===== src/rtl/fetch_stage.sv =====
// Instruction-fetch stage of the 32-bit MIPS pipeline: program counter, IF/ID register,
// stall handling, EX branch / ID jump redirects with bubble insertion, retired-fetch counter.
module fetch_stage #(
    parameter logic [31:0] RESET_PC = 32'h0000_0000,
    parameter logic [31:0] NOP_WORD = 32'h0000_0000
) (
    input  logic        CLOCK,
    input  logic        RESET,
    input  logic [31:0] IMEM_DATA,
    input  logic        STALL,
    input  logic        EX_BRANCH_TAKEN,
    input  logic [31:0] EX_BRANCH_TARGET,
    input  logic        ID_JUMP,
    input  logic [25:0] ID_JADDR,
    output logic [31:0] IMEM_ADDR,
    output logic [31:0] IF_ID_INSTR,
    output logic [31:0] IF_ID_PC4,
    output logic        IF_ID_VALID,
    output logic [31:0] FETCH_COUNT
);

    // The PC is kept word-aligned even if an unaligned reset vector is configured.
    localparam logic [31:0] RESET_PC_AL = {RESET_PC[31:2], 2'b00};

    typedef enum logic [1:0] {
        ACT_FETCH  = 2'd0,
        ACT_BRANCH = 2'd1,
        ACT_JUMP   = 2'd2,
        ACT_STALL  = 2'd3
    } act_t;

    logic [31:0] r_pc;
    logic [31:0] r_instr;
    logic [31:0] r_pc4;
    logic        r_valid;
    logic [31:0] r_count;

    act_t        w_act;
    logic [31:0] w_pc_plus4;
    logic [31:0] w_pc_nxt;
    logic [31:0] w_instr_nxt;
    logic [31:0] w_pc4_nxt;
    logic        w_valid_nxt;
    logic [31:0] w_count_nxt;

    assign w_pc_plus4 = r_pc + 32'd4;

    // Select the action for this edge; a jump in ID only counts when ID holds a real instruction.
    always_comb begin
        w_act = ACT_FETCH;
        if (EX_BRANCH_TAKEN) begin
            w_act = ACT_BRANCH;
        end else if (ID_JUMP && r_valid) begin
            w_act = ACT_JUMP;
        end else if (STALL) begin
            w_act = ACT_STALL;
        end else begin
            w_act = ACT_FETCH;
        end
    end

    // Next-state values for PC, IF/ID and the fetch counter.
    always_comb begin
        w_pc_nxt    = r_pc;
        w_instr_nxt = r_instr;
        w_pc4_nxt   = r_pc4;
        w_valid_nxt = r_valid;
        w_count_nxt = r_count;
        case (w_act)
            ACT_BRANCH: begin
                w_pc_nxt    = {EX_BRANCH_TARGET[31:2], 2'b00};
                w_instr_nxt = NOP_WORD;
                w_pc4_nxt   = 32'h0000_0000;
                w_valid_nxt = 1'b0;
            end
            ACT_JUMP: begin
                // Jump region comes from PC+4 of the jump itself, which sits in IF/ID.
                w_pc_nxt    = {r_pc4[31:28], ID_JADDR, 2'b00};
                w_instr_nxt = NOP_WORD;
                w_pc4_nxt   = 32'h0000_0000;
                w_valid_nxt = 1'b0;
            end
            ACT_STALL: begin
                w_pc_nxt    = r_pc;
                w_instr_nxt = r_instr;
                w_pc4_nxt   = r_pc4;
                w_valid_nxt = r_valid;
                w_count_nxt = r_count;
            end
            ACT_FETCH: begin
                w_pc_nxt    = w_pc_plus4;
                w_instr_nxt = IMEM_DATA;
                w_pc4_nxt   = w_pc_plus4;
                w_valid_nxt = 1'b1;
                w_count_nxt = r_count + 32'd1;
            end
            default: begin
                w_pc_nxt    = RESET_PC_AL;
                w_instr_nxt = NOP_WORD;
                w_pc4_nxt   = 32'h0000_0000;
                w_valid_nxt = 1'b0;
                w_count_nxt = 32'h0000_0000;
            end
        endcase
    end

    // State registers with synchronous reset overriding every other input.
    always_ff @(posedge CLOCK) begin
        if (RESET) begin
            r_pc    <= RESET_PC_AL;
            r_instr <= NOP_WORD;
            r_pc4   <= 32'h0000_0000;
            r_valid <= 1'b0;
            r_count <= 32'h0000_0000;
        end else begin
            r_pc    <= w_pc_nxt;
            r_instr <= w_instr_nxt;
            r_pc4   <= w_pc4_nxt;
            r_valid <= w_valid_nxt;
            r_count <= w_count_nxt;
        end
    end

    assign IMEM_ADDR   = r_pc;
    assign IF_ID_INSTR = r_instr;
    assign IF_ID_PC4   = r_pc4;
    assign IF_ID_VALID = r_valid;
    assign FETCH_COUNT = r_count;

endmodule


===== config.mk =====
export PLATFORM = sky130hd
export DESIGN_NAME = fetch_stage
export DESIGN_NICKNAME = d
export VERILOG_FILES = /design/src/rtl/fetch_stage.sv
export SDC_FILE = /design/constraint.sdc
export NUM_CORES = 1
export LEC_CHECK = 0
export CORE_ASPECT_RATIO = 1.5
export CORE_MARGIN = 3
export CORE_UTILIZATION = 32
export DETAILED_ROUTE_END_ITERATION = 8
export PLACE_DENSITY = 0.63
export SYNTH_ARGS = -nofsm -noshare
export SYNTH_HDL_FRONTEND = slang
export SYNTH_SLANG_ARGS = --single-unit

===== constraint.sdc =====
create_clock -name CLOCK -period 3.8 [get_ports CLOCK]
set_input_delay 0.76 -clock CLOCK [delete_from_list [all_inputs] [get_ports CLOCK]]
set_output_delay 0.76 -clock CLOCK [all_outputs]
set_load 0.005 [all_outputs]

==> results.sh, run 1 <==
export IMPL_grt_max_degree=65
export IMPL_rsz0062_at_grt="no"
export IMPL_cp_end_kind="flop"
export IMPL_crit_buf_inv=4
export IMPL_synth_top_flop_cell="dfxtp_1"
export IMPL_overflow=0
export IMPL_pwr_share_comb_pct=11.2
export IMPL_cts_resized=0
export IMPL_wl_per_cell_um=17.1
export IMPL_layout_drive_gt1_share_pct=5.61
export IMPL_drc=0
export IMPL_clkTransAtPathRegs_ns=0.06
export IMPL_start_util_pct=32.7
export IMPL_p_sw_w=0.000869
export IMPL_post_route_min_period_ns=2.69
export IMPL_p_per_area_nw_per_um2=396
export IMPL_htree_levels=4
export IMPL_multi_input_area_um2=3130
export IMPL_grt_pass1_vias=5844
export IMPL_setup_violations=0
export IMPL_clock_power_share_pct=48.3
export IMPL_port_buffers=217
export IMPL_rows=60
export IMPL_antenna_found_initial=0
export IMPL_maxCapViolations=0
export IMPL_max_slew_margin_pct=31.6
export IMPL_outcome="completed"
export IMPL_synthAdderAreaFrac_pct=0.424
export IMPL_grt_use_total_pct=19.7
export IMPL_p_leak_nw=3.16
export IMPL_synth_top_family_by_area="simple AND/OR/NAND/NOR gates"
export IMPL_intPower_w=0.00262
export IMPL_coreArea_um2=18000
export IMPL_synth_compound_area_share_pct=12.6
export IMPL_synth_simple_area_share_pct=24.7
export IMPL_maxSlewViolCount=0
export IMPL_numCtsBuffers=17
export IMPL_cp_start_kind="primary input"
export IMPL_numClockSinks=125
export IMPL_crit_fanout=42
export IMPL_hold_buffers=0
export IMPL_max_stage_delay_ns=0.54
export IMPL_diodes=0
export IMPL_synth_edf_count=0
export IMPL_final_area_um2=8790
export IMPL_tns_ns=0
export IMPL_fin_skew_ns=0.00882
export IMPL_dieArea_um2=20100
export IMPL_worst_pin_slew_ns=1.02
export IMPL_netlist_instances=718
export IMPL_reg2reg_setup_slack_ns=1.22
export IMPL_crit_arrival_ns=2.95
export IMPL_final_cell_mix="clkdlybuf4s50_1 (214), dfxtp_1 (125), nor2_1 (89)"
export IMPL_worstRegToRegCells=6
export IMPL_syn_area_um2=5900
export IMPL_p_seq_share_pct=40.5
export IMPL_fillers=1760
export IMPL_vdd_ir_drop_max_uv=226
export IMPL_fin_crit_sh_pct=70.7
export IMPL_vias=5848
export IMPL_max_freq_ghz=0.372
export IMPL_regArea_um2=2500
export IMPL_synth_xor_area_share_pct=9.50
export IMPL_placed_cells=1112
export IMPL_grt_pass1_wl_um=30900
export IMPL_insertion_delay_ns=0.42
export IMPL_dieWidth_um=117
export IMPL_path_cells="buf_2 -> buf_4 -> clkinv_1 -> nand3_2 -> buf_4 -> o22ai_1"
export IMPL_ys_ff_latch=125
export IMPL_min_to="IF_ID_PC4[26]"
export IMPL_die_y_um=172
export IMPL_hpwl_um=14300
export IMPL_drt_total_wl_um=19600
export IMPL_io_pins=224
export IMPL_place_area_um2=8180
export IMPL_clk_path_buf_depth=2
export IMPL_crit_required_ns=4.06
export IMPL_path_delay_family="buffers and inverters"
export IMPL_cts_root_buf="clkbuf_16"
export IMPL_yosysSeqAreaShare_pct=42.4
export IMPL_drtPass1Iterations=4
export IMPL_areaGrowthSynthToFinish_pct=49.1
export IMPL_slowest_stage="clkinv_1"
export IMPL_ant_nets=0
export IMPL_yosysUniqueCellTypes=48
export IMPL_synth_mux_area_share_pct=5.43
export IMPL_crit_top_cell="buf_4"
export IMPL_syn_area_per_cell_um2=8.21
export IMPL_postCtsSetupBuffers=0
export IMPL_layout_commonest_cell="clkdlybuf4s50_1"
export IMPL_switching_share_pct=24.9
export IMPL_min_delay_start="IF_ID_PC4[26]"
export IMPL_regToRegStartpoint="IMEM_ADDR[2]"
export IMPL_hold_viol_final=0
export IMPL_path_class="primary input to flop"
export IMPL_drt_iter0_drc=249
export IMPL_via_per_inst=5.11
export IMPL_whs_ns=0.452
export IMPL_nets=1011
export IMPL_holdPathStages=2
export IMPL_fin_cells=1144
export IMPL_yosysWarnings=0
export IMPL_globalplace_congestion=0.897
export IMPL_cts_tree="done"
export IMPL_r2r_end="IMEM_ADDR[22]"
export IMPL_async_reset_ff_share_pct=0
export IMPL_hold_path_class="flop to flop"
-- worst max-delay path by stage --
stage                     cells after the start               to       startpoint  slack, ns
after global routing                          6    IMEM_ADDR[26]  EX_BRANCH_TAKEN       0.94
final                                         6    IMEM_ADDR[26]  EX_BRANCH_TAKEN       1.11
after CTS                                     6    IMEM_ADDR[26]  EX_BRANCH_TAKEN       1.13
after detailed placement                      6    IMEM_ADDR[26]  EX_BRANCH_TAKEN       0.70
after global placement                        6    IMEM_ADDR[26]  EX_BRANCH_TAKEN       0.66
after floorplan                               7  FETCH_COUNT[31]  EX_BRANCH_TAKEN       1.42
-- power groups by stage --
stage / registers [W] / logic, W / clock network (W)
6_report: 0.00141 / 0.000391 / 0.00168
3_3_place_gp: 0.00144 / 0.000393 / 0
2_1_floorplan: 0.00142 / 0.000178 / 0
3_5_place_dp: 0.00144 / 0.000395 / 0
4_1_cts: 0.00141 / 0.000397 / 0.00172
5_1_grt: 0.00142 / 0.000429 / 0.00178
-- worst reg2reg max path, stage by stage, from the launching register on --
cell	delay, ns
dfxtp_1	0.50
ha_1	0.32
and4_1	0.29
nand4_1	0.45
nor4_1	0.60
xnor2_1	0.17
o22ai_1	0.09
-- kinds of logic after synthesis --
group	Yosys count
adders and majority gates	2
and+or+nand+nor	299
other	1
buffers and inverters	65
muxes	32
DFF	125
xor gates and xnor gates	64
AOI/OAI and AO/OA	130
-- sequential cells by signal (all words and copies together) (netlist names) --
signal and count:
FETCH_COUNT 32, IF_ID_INSTR 32, IF_ID_PC4 30, IF_ID_VALID 1, IMEM_ADDR 30
-- synth_stat cells, types with 11 or more instances --
| cell type | instances | area, um^2 |
|---|---|---|
| nand3_1 | 27 | 135 |
| nand2_1 | 70 | 263 |
| xor2_1 | 30 | 263 |
| and3_1 | 17 | 106 |
| nor2_1 | 89 | 334 |
| nor3_1 | 27 | 135 |
| mux2i_1 | 32 | 320 |
| xnor2_1 | 34 | 298 |
| o22ai_1 | 11 | 68.8 |
| nor4_1 | 13 | 81.3 |
| dfxtp_1 | 125 | 2500 |
| o21ai_0 | 41 | 205 |
| a21oi_1 | 51 | 255 |
| clkbuf_1 | 39 | 146 |
| nand4_1 | 32 | 200 |
-- metal layers --
metal / wire length (um) / track usage (%) / vias up / part of all wire (%)
li1: - / - / 2904 / -
met1: 7930 / 22.0 / 2740 / 40
met2: 10000 / 35.1 / 180 / 51
met3: 1260 / 5.04 / 24 / 6.4
met4: 371 / 7.88 / 0 / 1.9
met5: 0 / 0 / - / 0
-- metrics by stage --
step	worst slack (ns)	utilization, %	power (W)
after detailed placement	0.698	45.4	0.00183
after CTS	1.13	48.8	0.00353
after global placement	0.662	45.4	0.00183
after global routing	0.943	48.8	0.00363
after floorplan	1.42	-	0.00160
final	1.11	48.8	0.00349
-- final cells by class --
class / count / area share [%]
Tap cell: 217 / 3.09
Sequential cell: 125 / 28.5
Clock inverter: 15 / 2.13
Inverter: 12 / 0.512
Clock buffer: 17 / 4.84
Timing Repair Buffer: 227 / 25.4
Multi-Input combinational cell: 531 / 35.6
Power figures use the tool's default switching activity.
==> run 2: changes to the inputs <==
==> constraint.sdc (replaced) <==
create_clock -name CLOCK -period 2.6 [get_ports CLOCK]
set_input_delay 0.52 -clock CLOCK [delete_from_list [all_inputs] [get_ports CLOCK]]
set_output_delay 0.52 -clock CLOCK [all_outputs]
set_load 0.005 [all_outputs]
==> results.sh, run 2 (same netlist as run 1, synthesis figures left out) <==
export IMPL_drtPass1Iterations=5
export IMPL_globalplace_congestion=0.853
export IMPL_grt_pass1_vias=5912
export IMPL_post_route_min_period_ns=2.20
export IMPL_final_cell_mix="clkdlybuf4s50_1 (214), dfxtp_1 (125), nor2_1 (89)"
export IMPL_regToRegStartpoint="IMEM_ADDR[3]"
export IMPL_slowest_stage="dfxtp_1"
export IMPL_hpwl_um=15000
export IMPL_drc=0
export IMPL_via_per_inst=5.09
export IMPL_crit_buf_inv=1
export IMPL_cp_end_kind="flop"
export IMPL_vdd_ir_drop_max_uv=322
export IMPL_outcome="completed"
export IMPL_nets=1046
export IMPL_whs_ns=0.455
export IMPL_clock_power_share_pct=47.3
export IMPL_start_util_pct=32.7
export IMPL_ant_nets=0
export IMPL_drt_total_wl_um=20100
export IMPL_path_delay_family="simple AND/OR/NAND/NOR gates"
export IMPL_rows=60
export IMPL_pwr_share_comb_pct=12.9
export IMPL_postCtsSetupBuffers=0
export IMPL_maxCapViolations=0
export IMPL_grt_pass1_wl_um=31600
export IMPL_cp_start_kind="flop"
export IMPL_p_leak_nw=3.36
export IMPL_setup_violations=0
export IMPL_p_sw_w=0.00125
export IMPL_reg2reg_setup_slack_ns=0.40
export IMPL_max_freq_ghz=0.454
export IMPL_path_cells="ha_1 -> and4_1 -> nand4_1 -> buf_4 -> o21a_1 -> or2_2 -> a22o_1"
export IMPL_final_area_um2=9090
export IMPL_dieArea_um2=20100
export IMPL_clkTransAtPathRegs_ns=0.05
export IMPL_areaGrowthSynthToFinish_pct=54.2
export IMPL_grt_max_degree=52
export IMPL_numCtsBuffers=17
export IMPL_wl_per_cell_um=17.1
export IMPL_crit_fanout=16
export IMPL_crit_arrival_ns=2.51
export IMPL_cts_resized=0
export IMPL_layout_drive_gt1_share_pct=8.84
export IMPL_min_delay_start="IF_ID_PC4[26]"
export IMPL_rsz0062_at_grt="no"
export IMPL_worst_pin_slew_ns=0.621
export IMPL_place_area_um2=8490
export IMPL_drt_iter0_drc=287
export IMPL_fin_crit_sh_pct=84.6
export IMPL_crit_start="IMEM_ADDR[3]"
export IMPL_hold_viol_final=0
export IMPL_antenna_found_initial=0
export IMPL_layout_commonest_cell="clkdlybuf4s50_1"
export IMPL_p_seq_share_pct=39.8
export IMPL_maxSlewViolCount=0
export IMPL_switching_share_pct=24.4
export IMPL_io_pins=224
export IMPL_coreArea_um2=18000
export IMPL_max_slew_margin_pct=58.3
export IMPL_crit_required_ns=2.91
export IMPL_intPower_w=0.00386
export IMPL_clk_path_buf_depth=2
export IMPL_cts_root_buf="clkbuf_16"
export IMPL_tns_ns=0
export IMPL_insertion_delay_ns=0.42
export IMPL_fin_skew_ns=0.00615
export IMPL_path_class="flop to flop"
export IMPL_overflow=0
export IMPL_cts_tree="done"
export IMPL_grt_use_total_pct=20.3
export IMPL_port_buffers=217
export IMPL_hold_buffers=0
export IMPL_max_stage_delay_ns=0.45
export IMPL_dieWidth_um=117
export IMPL_vias=6006
export IMPL_p_per_area_nw_per_um2=561
export IMPL_die_y_um=172
export IMPL_htree_levels=4
export IMPL_hold_path_class="flop to flop"
export IMPL_numClockSinks=125
export IMPL_diodes=0
-- run 2: changes by cell type in the layout (fill, tap and decap cells not counted) --
cell / delta
clkbuf_1: +2
buf_4: +31
clkinv_2: +1
inv_6: -2
buf_12: +4
clkinvlp_4: -1
-- run 2: worst paths after layout --
check / to / cells after the start
hold reg to reg: IF_ID_PC4[26] / 2
setup / recovery: IF_ID_PC4[18] / 7
setup reg to reg: IF_ID_PC4[18] / 7
hold / removal: IF_ID_PC4[26] / 2
-- run 2: layout make-up --
type | count | area, um^2
repair buffers | 262 | 2540
well taps | 217 | 272
inverters | 12 | 45.0
multi-input cells | 531 | 3130
flip-flops and latches | 125 | 2500
fillers | 1729 | 8920
clock buffers | 19 | 433
clock inverters | 13 | 168
-- run 2: worst reg2reg max path: stages, from the launching register on --
cell	delay, ns
dfxtp_1	0.45
ha_1	0.32
and4_1	0.27
nand4_1	0.16
buf_4	0.23
o21a_1	0.19
or2_2	0.29
a22o_1	0.19
-- run 2: power by group through the flow --
stage	Combinational, W	Sequential (W)	Clock [W]
global placement	0.000658	0.00207	0
detailed placement	0.000661	0.00207	0
floorplan	0.000261	0.00208	0
finish	0.000659	0.00203	0.00242
CTS	0.000664	0.00203	0.00248
global route	0.000717	0.00204	0.00256
-- run 2: per-layer routing --
metal,vias up,share of wire [%],global-route usage (%)
met5,-,0,0
met4,0,3.1,8.78
met3,42,6.5,5.57
met2,213,50,34.7
met1,2766,41,23.5
li1,2985,-,-
-- run 2: through the flow --
stage	std cells	power, W	setup slack [ns]	util (%)
3_3_place_gp	1147	0.00273	0.122	47.1
5_1_grt	1179	0.00531	0.230	50.5
2_1_floorplan	721	0.00234	0.455	-
4_1_cts	1179	0.00518	0.386	50.5
3_5_place_dp	1147	0.00273	0.113	47.1
6_report	1179	0.00511	0.399	50.5
==> run 3: changes to the inputs <==
--- a/config.mk
+++ b/config.mk
@@ -9,7 +9,7 @@
 export CORE_MARGIN = 3
 export CORE_UTILIZATION = 32
 export DETAILED_ROUTE_END_ITERATION = 8
-export PLACE_DENSITY = 0.63
+export PLACE_DENSITY = 0.66
 export SYNTH_ARGS = -nofsm -noshare
 export SYNTH_HDL_FRONTEND = slang
 export SYNTH_SLANG_ARGS = --single-unit
==> constraint.sdc (replaced) <==
create_clock -name CLOCK -period 2 [get_ports CLOCK]
set_input_delay 0.4 -clock CLOCK [delete_from_list [all_inputs] [get_ports CLOCK]]
set_output_delay 0.4 -clock CLOCK [all_outputs]
set_load 0.005 [all_outputs]
==> results.sh, run 3 (same netlist as run 1, synthesis figures left out) <==
export IMPL_outcome="completed"
export IMPL_final_cell_mix="clkdlybuf4s50_1 (215), dfxtp_1 (120), nor2_1 (89)"
export IMPL_dieArea_um2=20100
export IMPL_setup_violations=0
export IMPL_port_buffers=217
export IMPL_p_per_area_nw_per_um2=693
export IMPL_dieWidth_um=117
export IMPL_rsz0062_at_grt="yes"
export IMPL_clkTransAtPathRegs_ns=0.07
export IMPL_final_area_um2=9500
export IMPL_grt_use_total_pct=20.3
export IMPL_place_area_um2=8860
export IMPL_layout_drive_gt1_share_pct=14.7
export IMPL_die_y_um=172
export IMPL_insertion_delay_ns=0.42
export IMPL_hpwl_um=15600
export IMPL_hold_path_class="primary input to flop"
export IMPL_grt_max_degree=45
export IMPL_cp_end_kind="flop"
export IMPL_fin_crit_sh_pct=95.9
export IMPL_grt_met3_usage_pct=6.65
export IMPL_maxCapViolations=0
export IMPL_cts_tree="done"
export IMPL_crit_required_ns=2.30
export IMPL_multi_input_area_um2=3180
export IMPL_crit_arrival_ns=2.22
export IMPL_ant_nets=0
export IMPL_hold_viol_final=0
export IMPL_path_class="flop to flop"
export IMPL_regArea_um2=2510
export IMPL_grt_met1_usage_pct=22.4
export IMPL_use_met2_pct=36.0
export IMPL_drtPass1Iterations=5
export IMPL_overflow=0
export IMPL_drt_iter0_drc=506
export IMPL_cp_start_kind="flop"
export IMPL_p_leak_nw=3.58
export IMPL_vias=6247
export IMPL_drt_total_wl_um=20400
export IMPL_cts_root_buf="clkbuf_16"
export IMPL_rows=60
export IMPL_areaGrowthSynthToFinish_pct=61.1
export IMPL_layout_commonest_cell="clkdlybuf4s50_1"
export IMPL_globalplace_congestion=0.868
export IMPL_diodes=0
export IMPL_fillers=1692
export IMPL_numCtsBuffers=17
export IMPL_fin_skew_ns=0.0128
export IMPL_post_route_min_period_ns=1.92
export IMPL_via_per_inst=5.10
export IMPL_nets=1093
export IMPL_drc=0
export IMPL_hold_buffers=0
export IMPL_wl_per_cell_um=16.6
export IMPL_io_pins=224
export IMPL_start_util_pct=32.7
export IMPL_coreArea_um2=18000
export IMPL_htree_levels=4
export IMPL_grt_pass1_wl_um=31900
export IMPL_numClockSinks=125
export IMPL_clk_path_buf_depth=2
export IMPL_grt_pass1_vias=6148
export IMPL_antenna_found_initial=1
export IMPL_top_usage_layer="met2"
export IMPL_max_freq_ghz=0.522
export IMPL_vdd_ir_drop_max_uv=501
export IMPL_maxSlewViolCount=0
export IMPL_final_util_pct=52.7
export IMPL_crit_fanout=16
[run 3: cell count changes in the layout (fill, tap and decap cells not counted), moves of 5 or more]
cell	delta
nor4_1	-5
dfxtp_1	-5
inv_6	+5
buf_4	+45
dfxtp_2	+5
nor4_2	+5
[run 3: metal layers]
layer	wire, um	part of all wire (%)	vias to the layer above
met1	7860	39	2941
met2	10700	52	203
met5	13	0.064	-
li1	-	-	3072
met3	1360	6.7	29
met4	466	2.3	2
[run 3: final timing paths]
path,start,endpoint,slack (ns),depth (start not counted)
worst max register to register,IMEM_ADDR[3],IF_ID_PC4[18],0.08,7
worst min-delay path,RESET,IMEM_ADDR[10],0.28,2
worst max-delay path,IMEM_ADDR[3],IF_ID_PC4[18],0.08,7
worst min register to register,IF_ID_PC4[20],IF_ID_PC4[20],0.45,2
[run 3: worst max-delay path, stage by stage, from the launching register on]
cell and delay, ns:
dfxtp_2 0.37, ha_2 0.20, and4_1 0.23, nand4_1 0.16, buf_12 0.20, o21a_1 0.17
or2_2 0.28, a22o_1 0.19
[run 3: final cells by class]
cell class                      instances  area share, %
Multi-Input combinational cell        531           33.5
Clock inverter                         15           1.61
Clock buffer                           17           4.48
Timing Repair Buffer                  309           30.7
Inverter                               12          0.474
Tap cell                              217           2.86
Sequential cell                       125           26.4
[run 3: per-stage QoR]
| step | instances | hold slack, ns | TNS (ns) | setup WS (ns) | total power, W |
|---|---|---|---|---|---|
| detailed placement | 1194 | 0.444 | -14.64 | -0.257 | 0.00361 |
| global placement | 1194 | 0.435 | -12.15 | -0.271 | 0.00360 |
| global route | 1226 | 0.292 | -0.0108 | -0.0102 | 0.00687 |
| finish | 1226 | 0.277 | 0 | 0.0828 | 0.00658 |
| floorplan | 721 | 0.439 | 0 | 0.0252 | 0.00304 |
| CTS | 1226 | 0.274 | 0 | 0.00299 | 0.00666 |
[run 3: where the power goes]
group	switching, W	total (W)	leakage (nW)	internal [W]
Combinational	0.000408	0.000931	2.29	0.000522
Clock	0.00128	0.00303	0.272	0.00175
Sequential	0.0000527	0.00262	1.02	0.00257
Total	0.00174	0.00658	3.58	0.00485
[run 3: timing repair]
action | 4_1_cts | 5_1_grt
setup buffers | 0 | 0
endpoints found under the setup margin | 9 | 15
resized for setup | 6 | 14
pin swaps | 0 | 2
